==> config.mk <==
export PLATFORM = sky130hd
export DESIGN_NAME = apb_interconnect_flat
export DESIGN_NICKNAME = d
export VERILOG_FILES = /design/src/rtl/apb_interconnect_pkg.sv /design/src/rtl/apb_interconnect_if.sv /design/src/rtl/apb_interconnect_addr_match.sv /design/src/rtl/apb_interconnect.sv /design/src/flat_wrapper.sv
export SDC_FILE = /design/constraint.sdc
export NUM_CORES = 1
export LEC_CHECK = 0
export CORE_MARGIN = 2
export CORE_UTILIZATION = 39
export DETAILED_ROUTE_END_ITERATION = 12
export PLACE_DENSITY = 0.79
export SYNTH_ARGS = -nofsm -noshare
export SYNTH_HDL_FRONTEND = slang
export SYNTH_SLANG_ARGS = --single-unit
export TNS_END_PERCENT = 5
==> constraint.sdc <==
create_clock -name PCLK -period 3.11 [get_ports PCLK]
set_input_delay 0.622 -clock PCLK [delete_from_list [all_inputs] [get_ports PCLK]]
set_output_delay 0.622 -clock PCLK [all_outputs]
set_load 0.005 [all_outputs]
==> src/rtl/apb_interconnect_pkg.sv <==
`default_nettype none
// ---------------------------------------------------------------------------
// apb_ic_pkg : FSM state encodings, fabric error codes and clog2 helper
// Revision   : 1.0
// ---------------------------------------------------------------------------
package apb_ic_pkg;

  localparam logic [1:0] ST_IDLE    = 2'd0;
  localparam logic [1:0] ST_ACC_SLV = 2'd1;
  localparam logic [1:0] ST_ACC_DEF = 2'd2;

  localparam logic [1:0] ERR_UNMAPPED = 2'b01;
  localparam logic [1:0] ERR_TIMEOUT  = 2'b10;
  localparam logic [1:0] ERR_PROTOCOL = 2'b11;

  function automatic int clog2(input int value);
    int result;
    result = 0;
    for (int i = 0; i < 31; i++) begin
      if ((1 << i) < value) result = i + 1;
    end
    return result;
  endfunction

endpackage
`default_nettype wire

==> src/rtl/apb_interconnect_if.sv <==
`default_nettype none
// ---------------------------------------------------------------------------
// apb_interconnect_if : master-side APB, slave-side select/response and error capture bundle
// Revision            : 1.0
// ---------------------------------------------------------------------------
interface apb_interconnect_if #(
  parameter int NSLV = 4,
  parameter int AW   = 32,
  parameter int DW   = 32
);
  logic                 PSEL;
  logic                 PENABLE;
  logic [AW-1:0]        PADDR;
  logic                 PREADY;
  logic                 PSLVERR;
  logic [DW-1:0]        PRDATA;
  logic [NSLV-1:0]      S_PSEL;
  logic                 S_PENABLE;
  logic [NSLV-1:0]      S_PREADY;
  logic [NSLV-1:0]      S_PSLVERR;
  logic [NSLV*DW-1:0]   S_PRDATA;
  logic                 ERR_VALID;
  logic [1:0]           ERR_CODE;
  logic [AW-1:0]        ERR_ADDR;

  modport slave (
    input  PSEL, PENABLE, PADDR, S_PREADY, S_PSLVERR, S_PRDATA,
    output PREADY, PSLVERR, PRDATA, S_PSEL, S_PENABLE, ERR_VALID, ERR_CODE, ERR_ADDR
  );

  modport master (
    output PSEL, PENABLE, PADDR, S_PREADY, S_PSLVERR, S_PRDATA,
    input  PREADY, PSLVERR, PRDATA, S_PSEL, S_PENABLE, ERR_VALID, ERR_CODE, ERR_ADDR
  );
endinterface
`default_nettype wire

==> src/rtl/apb_interconnect_addr_match.sv <==
`default_nettype none
// ---------------------------------------------------------------------------
// apb_addr_match : combinational base/mask decode, lowest matching index wins
// Revision       : 1.0
// ---------------------------------------------------------------------------
module apb_addr_match
  import apb_ic_pkg::*;
#(
  parameter int              NSLV       = 4,
  parameter int              AW         = 32,
  parameter int              IW         = (NSLV > 1) ? clog2(NSLV) : 1,
  parameter logic [NSLV*AW-1:0] BASE_ADDRS = '0,
  parameter logic [NSLV*AW-1:0] ADDR_MASKS = '0
) (
  input  wire logic [AW-1:0] i_addr,
  output logic      [IW-1:0] o_idx,
  output logic               o_hit
);

  // Scan from the top down so the lowest matching slave overwrites last.
  always_comb begin
    o_idx = '0;
    o_hit = 1'b0;
    for (int i = NSLV - 1; i >= 0; i--) begin
      if ((i_addr & ADDR_MASKS[i*AW +: AW]) == BASE_ADDRS[i*AW +: AW]) begin
        o_hit = 1'b1;
        o_idx = IW'(i);
      end
    end
  end

endmodule
`default_nettype wire

==> src/rtl/apb_interconnect.sv <==
`default_nettype none
// ---------------------------------------------------------------------------
// apb_interconnect : 1-to-NSLV APB fabric with default error slave, watchdog and error capture
// Revision         : 1.0
// ---------------------------------------------------------------------------
module apb_interconnect
  import apb_ic_pkg::*;
#(
  parameter int                 NSLV       = 4,
  parameter int                 AW         = 32,
  parameter int                 DW         = 32,
  parameter logic [NSLV*AW-1:0] BASE_ADDRS = {32'h4000_3000, 32'h4000_2000, 32'h4000_1000, 32'h4000_0000},
  parameter logic [NSLV*AW-1:0] ADDR_MASKS = {4{32'hFFFF_F000}},
  parameter int                 TIMEOUT    = 16
) (
  input wire logic          PCLK,
  input wire logic          PRESETn,
  apb_interconnect_if.slave bus
);

  localparam int c_iw = (NSLV > 1) ? clog2(NSLV) : 1;
  localparam int c_cw = (TIMEOUT > 0) ? clog2(TIMEOUT + 1) : 1;
  localparam logic [c_cw-1:0] c_cnt_max = '1;
  localparam logic [c_cw-1:0] c_timeout = c_cw'(TIMEOUT);

  logic [1:0]      r_state, w_state_nxt;
  logic [c_iw-1:0] r_idx, w_win;
  logic            w_hit;
  logic [c_cw-1:0] r_cnt, w_cnt_nxt;
  logic [AW-1:0]   r_addr;
  logic            r_err_valid;
  logic [1:0]      r_err_code;
  logic [AW-1:0]   r_err_addr;
  logic            w_err_set;
  logic [1:0]      w_err_code;
  logic [AW-1:0]   w_err_addr;
  logic            w_slv_ready, w_slv_err, w_timeout;
  logic [DW-1:0]   w_slv_data;

  apb_addr_match #(
    .NSLV      (NSLV),
    .AW        (AW),
    .IW        (c_iw),
    .BASE_ADDRS(BASE_ADDRS),
    .ADDR_MASKS(ADDR_MASKS)
  ) u_match (
    .i_addr(bus.PADDR),
    .o_idx (w_win),
    .o_hit (w_hit)
  );

  assign w_slv_ready = bus.S_PREADY[r_idx];
  assign w_slv_err   = bus.S_PSLVERR[r_idx];
  assign w_slv_data  = bus.S_PRDATA[r_idx*DW +: DW];
  // A slave that becomes ready on the expiry cycle still completes normally.
  assign w_timeout   = (TIMEOUT != 0) && (r_cnt == c_timeout) && !w_slv_ready;

  always_comb begin
    w_state_nxt   = r_state;
    w_cnt_nxt     = '0;
    w_err_set     = 1'b0;
    w_err_code    = '0;
    w_err_addr    = r_addr;
    bus.S_PSEL    = '0;
    bus.S_PENABLE = 1'b0;
    bus.PREADY    = 1'b0;
    bus.PSLVERR   = 1'b0;
    bus.PRDATA    = '0;
    if (PRESETn) begin
      case (r_state)
        ST_IDLE: begin
          if (bus.PSEL && !bus.PENABLE) begin
            if (w_hit) begin
              bus.S_PSEL[w_win] = 1'b1;
              w_state_nxt       = ST_ACC_SLV;
            end else begin
              w_state_nxt       = ST_ACC_DEF;
            end
          end else if (bus.PSEL) begin
            bus.PREADY  = 1'b1;
            bus.PSLVERR = 1'b1;
            w_err_set   = 1'b1;
            w_err_code  = ERR_PROTOCOL;
            w_err_addr  = bus.PADDR;
          end
        end
        ST_ACC_SLV: begin
          if (!bus.PSEL) begin
            w_state_nxt = ST_IDLE;
          end else begin
            bus.S_PSEL[r_idx] = 1'b1;
            bus.S_PENABLE     = bus.PENABLE;
            if (w_timeout) begin
              bus.PREADY  = 1'b1;
              bus.PSLVERR = 1'b1;
              w_err_set   = 1'b1;
              w_err_code  = ERR_TIMEOUT;
              w_state_nxt = ST_IDLE;
            end else begin
              bus.PREADY  = w_slv_ready;
              bus.PSLVERR = w_slv_err & w_slv_ready;
              bus.PRDATA  = w_slv_ready ? w_slv_data : '0;
              if (w_slv_ready) w_state_nxt = ST_IDLE;
            end
            if (!bus.PREADY) w_cnt_nxt = (r_cnt == c_cnt_max) ? r_cnt : r_cnt + 1'b1;
          end
        end
        ST_ACC_DEF: begin
          w_state_nxt = ST_IDLE;
          if (bus.PSEL) begin
            bus.PREADY  = 1'b1;
            bus.PSLVERR = 1'b1;
            w_err_set   = 1'b1;
            w_err_code  = ERR_UNMAPPED;
          end
        end
        default: w_state_nxt = ST_IDLE;
      endcase
    end
  end

  always_ff @(posedge PCLK or negedge PRESETn) begin
    if (!PRESETn) begin
      r_state     <= ST_IDLE;
      r_idx       <= '0;
      r_cnt       <= '0;
      r_addr      <= '0;
      r_err_valid <= 1'b0;
      r_err_code  <= '0;
      r_err_addr  <= '0;
    end else begin
      r_state     <= w_state_nxt;
      r_cnt       <= w_cnt_nxt;
      r_err_valid <= w_err_set;
      if (r_state == ST_IDLE && bus.PSEL && !bus.PENABLE) begin
        r_idx  <= w_win;
        r_addr <= bus.PADDR;
      end
      if (w_err_set) begin
        r_err_code <= w_err_code;
        r_err_addr <= w_err_addr;
      end
    end
  end

  assign bus.ERR_VALID = r_err_valid;
  assign bus.ERR_CODE  = r_err_code;
  assign bus.ERR_ADDR  = r_err_addr;

endmodule
`default_nettype wire

==> src/flat_wrapper.sv <==
// flat-port wrapper written by rule: the top's interface ports become plain ports
module apb_interconnect_flat import apb_ic_pkg::*;
#(
  parameter int                 NSLV       = 4,
  parameter int                 AW         = 32,
  parameter int                 DW         = 32,
  parameter logic [NSLV*AW-1:0] BASE_ADDRS = {32'h4000_3000, 32'h4000_2000, 32'h4000_1000, 32'h4000_0000},
  parameter logic [NSLV*AW-1:0] ADDR_MASKS = {4{32'hFFFF_F000}},
  parameter int                 TIMEOUT    = 16
)
  (PCLK, PRESETn, bus_PSEL, bus_PENABLE, bus_PADDR, bus_S_PREADY, bus_S_PSLVERR, bus_S_PRDATA, bus_PREADY, bus_PSLVERR, bus_PRDATA, bus_S_PSEL, bus_S_PENABLE, bus_ERR_VALID, bus_ERR_CODE, bus_ERR_ADDR);
  apb_interconnect_if #(.NSLV(NSLV), .AW(AW), .DW(DW)) bus_i ();
  input wire logic PCLK;
  input wire logic PRESETn;
  input wire logic [$bits(bus_i.PSEL)-1:0] bus_PSEL;
  input wire logic [$bits(bus_i.PENABLE)-1:0] bus_PENABLE;
  input wire logic [$bits(bus_i.PADDR)-1:0] bus_PADDR;
  input wire logic [$bits(bus_i.S_PREADY)-1:0] bus_S_PREADY;
  input wire logic [$bits(bus_i.S_PSLVERR)-1:0] bus_S_PSLVERR;
  input wire logic [$bits(bus_i.S_PRDATA)-1:0] bus_S_PRDATA;
  output wire logic [$bits(bus_i.PREADY)-1:0] bus_PREADY;
  output wire logic [$bits(bus_i.PSLVERR)-1:0] bus_PSLVERR;
  output wire logic [$bits(bus_i.PRDATA)-1:0] bus_PRDATA;
  output wire logic [$bits(bus_i.S_PSEL)-1:0] bus_S_PSEL;
  output wire logic [$bits(bus_i.S_PENABLE)-1:0] bus_S_PENABLE;
  output wire logic [$bits(bus_i.ERR_VALID)-1:0] bus_ERR_VALID;
  output wire logic [$bits(bus_i.ERR_CODE)-1:0] bus_ERR_CODE;
  output wire logic [$bits(bus_i.ERR_ADDR)-1:0] bus_ERR_ADDR;
  assign bus_i.PSEL = bus_PSEL;
  assign bus_i.PENABLE = bus_PENABLE;
  assign bus_i.PADDR = bus_PADDR;
  assign bus_i.S_PREADY = bus_S_PREADY;
  assign bus_i.S_PSLVERR = bus_S_PSLVERR;
  assign bus_i.S_PRDATA = bus_S_PRDATA;
  assign bus_PREADY = bus_i.PREADY;
  assign bus_PSLVERR = bus_i.PSLVERR;
  assign bus_PRDATA = bus_i.PRDATA;
  assign bus_S_PSEL = bus_i.S_PSEL;
  assign bus_S_PENABLE = bus_i.S_PENABLE;
  assign bus_ERR_VALID = bus_i.ERR_VALID;
  assign bus_ERR_CODE = bus_i.ERR_CODE;
  assign bus_ERR_ADDR = bus_i.ERR_ADDR;
  apb_interconnect #(.NSLV(NSLV), .AW(AW), .DW(DW), .BASE_ADDRS(BASE_ADDRS), .ADDR_MASKS(ADDR_MASKS), .TIMEOUT(TIMEOUT)) u_core (.PCLK(PCLK), .PRESETn(PRESETn), .bus(bus_i));
endmodule
; ---- After elaboration in Yosys (flattened, before gate mapping)
; Cells that the tools add are included.
[op_classes]
n_bitwise = 1
n_addsub = 1
shift = 1
reduce_logical = 10
order_cmp = 4
mux = 68
n_eq_ne = 11
[op_table]
columns = op, n
row1 = 32-bit 2-to-1 mux, 9
row2 = 128-bit by 8-bit variable part select with 32-bit output, 1
row3 = "20-bit by 19-bit equality test with 1-bit output, second input constant", 4
row4 = 2-bit 2-to-1 mux, 14
row5 = 1-bit 2-to-1 mux, 26
row6 = 5-bit 2-to-1 mux, 5
row7 = 4-bit 2-to-1 mux, 4
row8 = "5-bit equality test, second input constant", 2
row9 = 1-bit case mux with 3 select lines, 3
row10 = 4-bit case mux with 2 select lines, 1
row11 = 1-bit logical AND, 6
row12 = "2-bit by 3-bit less-than comparator with 1-bit output, second input constant", 2
row13 = 2-bit case mux with 3 select lines, 1
row14 = "5-bit by 1-bit adder with 5-bit output, second input constant", 1
row15 = "5-bit by 4-bit != test with 1-bit output, second input constant", 1
row16 = 1-bit binary-select mux with 2-bit select, 2
row17 = 1-bit demux with 2-bit select, 2
row18 = "2-bit by 1-bit greater-or-equal comparator with 1-bit output, second input constant", 2
row19 = "4-bit by 2-bit != test with 1-bit output, second input constant", 1
row20 = 2-bit case mux with 2 select lines, 1
row21 = 3-bit AND reduction, 1
row22 = "2-bit by 1-bit equality test with 1-bit output, second input constant", 1
row23 = "2-bit equality test, second input constant", 1
row24 = 1-bit zero test, 2
row25 = 3 further kinds, 3
[word_totals]
elab_cells = 103
out_inout_bits = 74
ff_bits = 76

; ---- Logic depth before layout (Yosys ltp)
[depth]
word_depth = 13
depth_mapped = 8

; ---- Modules after synthesis
; A second synthesis with hierarchy kept.
[unflattened]
cells_unflattened = 374
hier_area_um2 = 4468.0
[by_module_without_submodules]
columns = mod, cells_per_inst, n_inst, seq_area_each_um2, area_each_um2
row1 = apb_interconnect, 365, 1, 1901.8, 4403.0
row2 = apb_addr_match, 9, 1, 0.0, 65.1

; ---- Worst setup path after synthesis
; OpenSTA, ideal clock, no wires.
[synth_timing]
kind = input port to flip-flop
start = in bus_S_PREADY[3]
end = reg u_core.r_err_addr[24] (netlist: u_core.bus.ERR_ADDR[24])
arrival_ns = 2.382
setup_ns = 0.125
path_slack_ns = 0.603
stages = 6
required_ns = 2.985
cell_sequence = mux4_2 or4_4 nor2b_4 buf_6 buf_8 mux2_4
[synth_between]
elab_chain_len = 8
[synth_lines]
columns = element, line
row1 = "start, declared", flat_wrapper.sv:18  ; input wire logic [$bits(bus_i.S_PREADY)-1:0] bus_S_PREADY;
row2 = 1-bit binary-select mux with 2-bit select, apb_interconnect.sv:52  ; assign w_slv_ready = bus.S_PREADY[r_idx];
row3 = 1-bit 2-to-1 mux (implied by the code), apb_interconnect.sv:52
row4 = 1-bit zero test, apb_interconnect.sv:56  ; assign w_timeout = (TIMEOUT != 0) && (r_cnt == c_timeout) && !w_slv_ready;
row5 = 1-bit logical AND, apb_interconnect.sv:56
row6 = 1-bit 2-to-1 mux, apb_interconnect.sv:93  ; if (w_timeout) begin
row7 = 1-bit 2-to-1 mux, apb_interconnect.sv:88  ; if (!bus.PSEL) begin
row8 = 1-bit case mux with 3 select lines, apb_interconnect.sv:70  ; case (r_state)
row9 = 1-bit 2-to-1 mux, apb_interconnect.sv:69  ; if (PRESETn) begin
row10 = "end signal, assigned", apb_interconnect.sv:141  ; r_err_addr <= w_err_addr;
row11 = "end, declared", apb_interconnect.sv:33  ; logic [AW-1:0] r_err_addr;
; No other way between the ends. The select of a mux whose other input is x is not followed.
; A chain may end at the register's enable or synchronous reset.

; ---- Worst setup path in the final report
[layout_timing]
start = in bus_PADDR[14]
end = out bus_S_PSEL[2]
[layout_between]
elab_chain_len = 13
[layout_lines]
columns = element, line
row1 = "start, declared", flat_wrapper.sv:17  ; input wire logic [$bits(bus_i.PADDR)-1:0] bus_PADDR;
row2 = 20-bit by 19-bit equality test with 1-bit output, apb_interconnect_addr_match.sv:25  ; if ((i_addr & ADDR_MASKS[i*AW +: AW]) == BASE_ADDRS[i*AW +: AW]) begin
row3 = 2-bit 2-to-1 mux (4 in series), apb_interconnect_addr_match.sv:25
row4 = 2-bit by 3-bit less-than comparator with 1-bit output (implied by the code) / 2-bit by 1-bit greater-or-equal comparator with 1-bit output (equally long branches), apb_interconnect.sv:74  ; bus.S_PSEL[w_win] = 1'b1;
row5 = 1-bit logical AND (implied by the code), apb_interconnect.sv:74
row6 = 1-bit 2-to-1 mux (implied by the code), apb_interconnect.sv:74
row7 = 1-bit demux with 2-bit select, -
row8 = 4-bit 2-to-1 mux *, apb_interconnect.sv:73  ; if (w_hit) begin
row9 = 4-bit 2-to-1 mux *, apb_interconnect.sv:72  ; if (bus.PSEL && !bus.PENABLE) begin
row10 = 4-bit case mux with 2 select lines *, apb_interconnect.sv:70
row11 = 4-bit 2-to-1 mux *, apb_interconnect.sv:69
row12 = "end, declared", flat_wrapper.sv:24  ; output wire logic [$bits(bus_i.S_PSEL)-1:0] bus_S_PSEL;
; Every way passes the cells marked *; elsewhere a longest branch is shown, timed or not.

==> summary.md <==
| Metric | Value |
|---|---|
| Synth warn | 0 |
| I/O pin total | 246 |
| Vias | 4410 |
| NetSw | 0.000865 W |
| Mux cell area share after synthesis | 34.4% |
| Crit path kind | in -> out |
| Synth unique cells | 49 |
| Worst skew pair latency | 0.34 ns |
| Die Ht | 114 µm |
| Met2 GRT Util | 50.9% |
| Site Rows | 40 |
| Largest family of logic cells by synthesized area | multiplexers |
| Leak | 3.57 nW |
| Met1 Resource Use GR | 31.8% |
| Slew @ Worst Pin | 0.656 ns |
| Final worst slack | 0.0667 ns |
| Largest net degree at the start of global routing | 47 |
| Area Growth Syn to Fin | 67.6% |
| Hold-fix buffers at CTS | 0 |
| Num Clock Sinks | 76 |
| Clock root buffer | clkbuf_16 |
| DP HPWL | 14300 µm |
| Layout cell share with drive strength beyond 1 | 23.6% |
| Nets@finish | 852 |
| Clock share of power | 30.8% |
| H-tree depth | 3 |
| Cell-internal power | 0.00257 W |
| Met3 Usage GRT | 6.11% |
| TritonRoute pass-1 iters | 4 |
| Sw frac | 25.2% |
| Clk pin slew, worst setup/hold paths | 0.06 ns |
| Register bit count reported by yosys | 76 |
| Peak Freq | 0.329 GHz |
| CP endpoint kind | output port |
| Slew HR | 56.3% |
| Sequential share of power | 38.7% |
| PortBufs | 245 |
| First-pass GRT wire length | 27000 µm |
| Gpl congestion | 1.00 |
| Status | finished clean |
| Ys async rst share | 100% |
| GRT Total Usage | 27.8% |
| Vias per std cell | 5.31 |
| Placed cell areas | 0.00754 mm² |
| Fin Setup TNS | 0 ns |
| Post-synthesis adder-cell area fraction | 0.797% |
| Max cap viols | 0 |
| Core ar. | 0.0119 mm² |
| DR iter-0 viols | 253 |
| Post-route cell area | 0.00789 mm² |
| Hold crit path type | in -> async |
| TritonCTS clock tree | built |
| Post-DRT Antenna Nets | 0 |
| Initial antenna violation count | 2 |
| Seq/Total Area, Yosys | 40.4% |
| Post-synth EDFFs | 0 |
| Post-synthesis simple-gate area fraction | 17.5% |
| Setup Viol. Count Final | 0 |
| Final Util | 66.2% |
| Final Max Tran Viols | 0 |
| Worst Path Max Fanout | 4 |
| Die span in x | 114 µm |
| Longest Clk Path Bufs | 2 |
| Worst Skew | 0.00653 ns |
| Final Critical Period | 3.04 ns |
| Syn Inst Count | 404 |
| Cell Area, Synth | 0.00471 mm² |
| Gate power share | 30.6% |
| TritonCTS buffer count | 9 |
| Drt drc | 0 |
| Post-Synthesis Net Count | 579 |
| Total grt overflow | 0 |
| Number of global-route vias before repair | 4766 |
| Die Area | 0.0130 mm² |
| Final Cycle Share | 97.9% |
| Critical Path Source Type | primary input |
| Prevailing post-synth register cell | dfrtp_1 |
| Routed wire per std cell | 21.4 µm |
| P per Cell Area | 436 mW/mm² |
| Worst slack, placed | -0.342 ns |
| Synth Area per Inst | 11.7 µm² |
| Fin. Hold Viols | 0 |
| Post-Route WL | 17800 µm |
| Crit path required time | 2.49 ns |
| Synth Area in XOR/XNOR | 0.558% |
| Post-synthesis compound-gate area fraction | 2.10% |
| CP arrival | 2.42 ns |
| Maximum vdd drop | 0.341 mV |
| Initial Util | 39.5% |
| Global routing's busiest layer | met2 |
metrics by stage:
stage | cells | hold slack [ns] | total power [W]
after floorplan | 404 | 0.326 | 0.00173
final | 831 | 0.225 | 0.00344
after detailed placement | 811 | 0.461 | 0.00239
after global routing | 831 | 0.236 | 0.00360
after global placement | 811 | 0.453 | 0.00236
after CTS | 828 | 0.222 | 0.00345
timing repair:
action	in CTS	in global routing
resized for setup	9	9
endpoints found under the setup margin	27	29
pin swaps	2	2
setup buffers	1	1
cell usage in the layout (no fill, tap or decap), drive strengths merged, types with 3 or more instances in the layout:
master	netlist	routed
and3	35	35
nor2	8	8
mux2	64	64
nand2b	3	3
buf	10	47
a21oi	3	3
o21ai	4	4
clkinv	0	4
clkbuf	17	11
nand4	3	3
nand2	101	101
dfrtp	76	76
inv	7	8
or4	3	3
clkdlybuf4s50	0	238
dlygate4sd2	0	3
nand3	4	4
ha	3	3
mux4	34	34
nor2b	3	3
final timing paths:
path / depth (start not counted) / slack (ns) / from / endpoint
max: 7 / 0.07 / bus_PADDR[14] / bus_S_PSEL[2]
min: 2 / 0.22 / PRESETn / u_core.bus.ERR_ADDR[27]
max reg2reg: 6 / 0.56 / u_core.r_idx[0] / u_core.bus.ERR_ADDR[0]
min reg2reg: 2 / 0.47 / u_core.r_addr[27] / u_core.r_addr[27]
max in group asynchronous: 3 / 2.05 / PRESETn / u_core.r_idx[0]
min in group PCLK: 2 / 0.47 / u_core.r_addr[27] / u_core.r_addr[27]
sequential cells by signal (all words and copies together) (netlist names):
name and flops:
u_core.bus.ERR_ADDR 32, u_core.bus.ERR_CODE 2, u_core.bus.ERR_VALID 1, u_core.r_addr 32, u_core.r_cnt 5, u_core.r_idx 2, u_core.r_state 2
final cells by class:
cell class | instances | area, µm²
multi-input cells | 293 | 2650
fillers | 901 | 4020
clock buffers | 10 | 239
inverters | 7 | 26.3
diodes | 2 | 5.00
repair buffers | 290 | 2820
flip-flops and latches | 76 | 1900
clock inverters | 6 | 62.6
well taps | 147 | 184
per-layer routing:
metal	up-vias	share of wire, %	wire length, µm
met5	-	0	0
met4	0	3.3	581
met3	32	6.7	1190
met2	183	52	9290
met1	2194	38	6760
li1	2001	-	-
cells by family after synthesis:
group,count (synthesis)
and+or+nand+nor,172
muxes,100
DFF,76
buffers and inverters,35
AOI/OAI and AO/OA,15
xor gates and xnor gates,3
adders and majority gates,3
cells in the mapped netlist, types with 3 or more instances:
master	instances	area, µm²
a21oi_1	3	15.0
and3_1	34	213
buf_1	3	11.3
clkbuf_1	17	63.8
dfrtp_1	76	1900
ha_1	3	37.5
inv_1	6	22.5
mux2_1	13	146
mux2_2	23	259
mux2_4	28	420
mux4_2	32	721
nand2_1	101	379
nand2b_1	3	18.8
nand3_1	4	20.0
nand4_1	3	18.8
nor2_1	8	30.0
o21ai_0	3	15.0
power by group through the flow:
| stage | clock (W) | combinational (W) | sequential (W) |
|---|---|---|---|
| finish | 0.00106 | 0.00105 | 0.00133 |
| global route | 0.00111 | 0.00113 | 0.00135 |
| CTS | 0.00107 | 0.00106 | 0.00133 |
| detailed placement | 0 | 0.00105 | 0.00134 |
| global placement | 0 | 0.00103 | 0.00133 |
| floorplan | 0 | 0.000404 | 0.00133 |
worst max-delay path: stages:
cell             delay, ns
clkdlybuf4s50_1       0.44
nor4_2                0.31
buf_4                 0.16
and4b_2               0.28
nand4_1               0.15
o31ai_1               0.23
clkdlybuf4s15_1       0.24
Note: power is estimated with default switching activity, not from simulation.
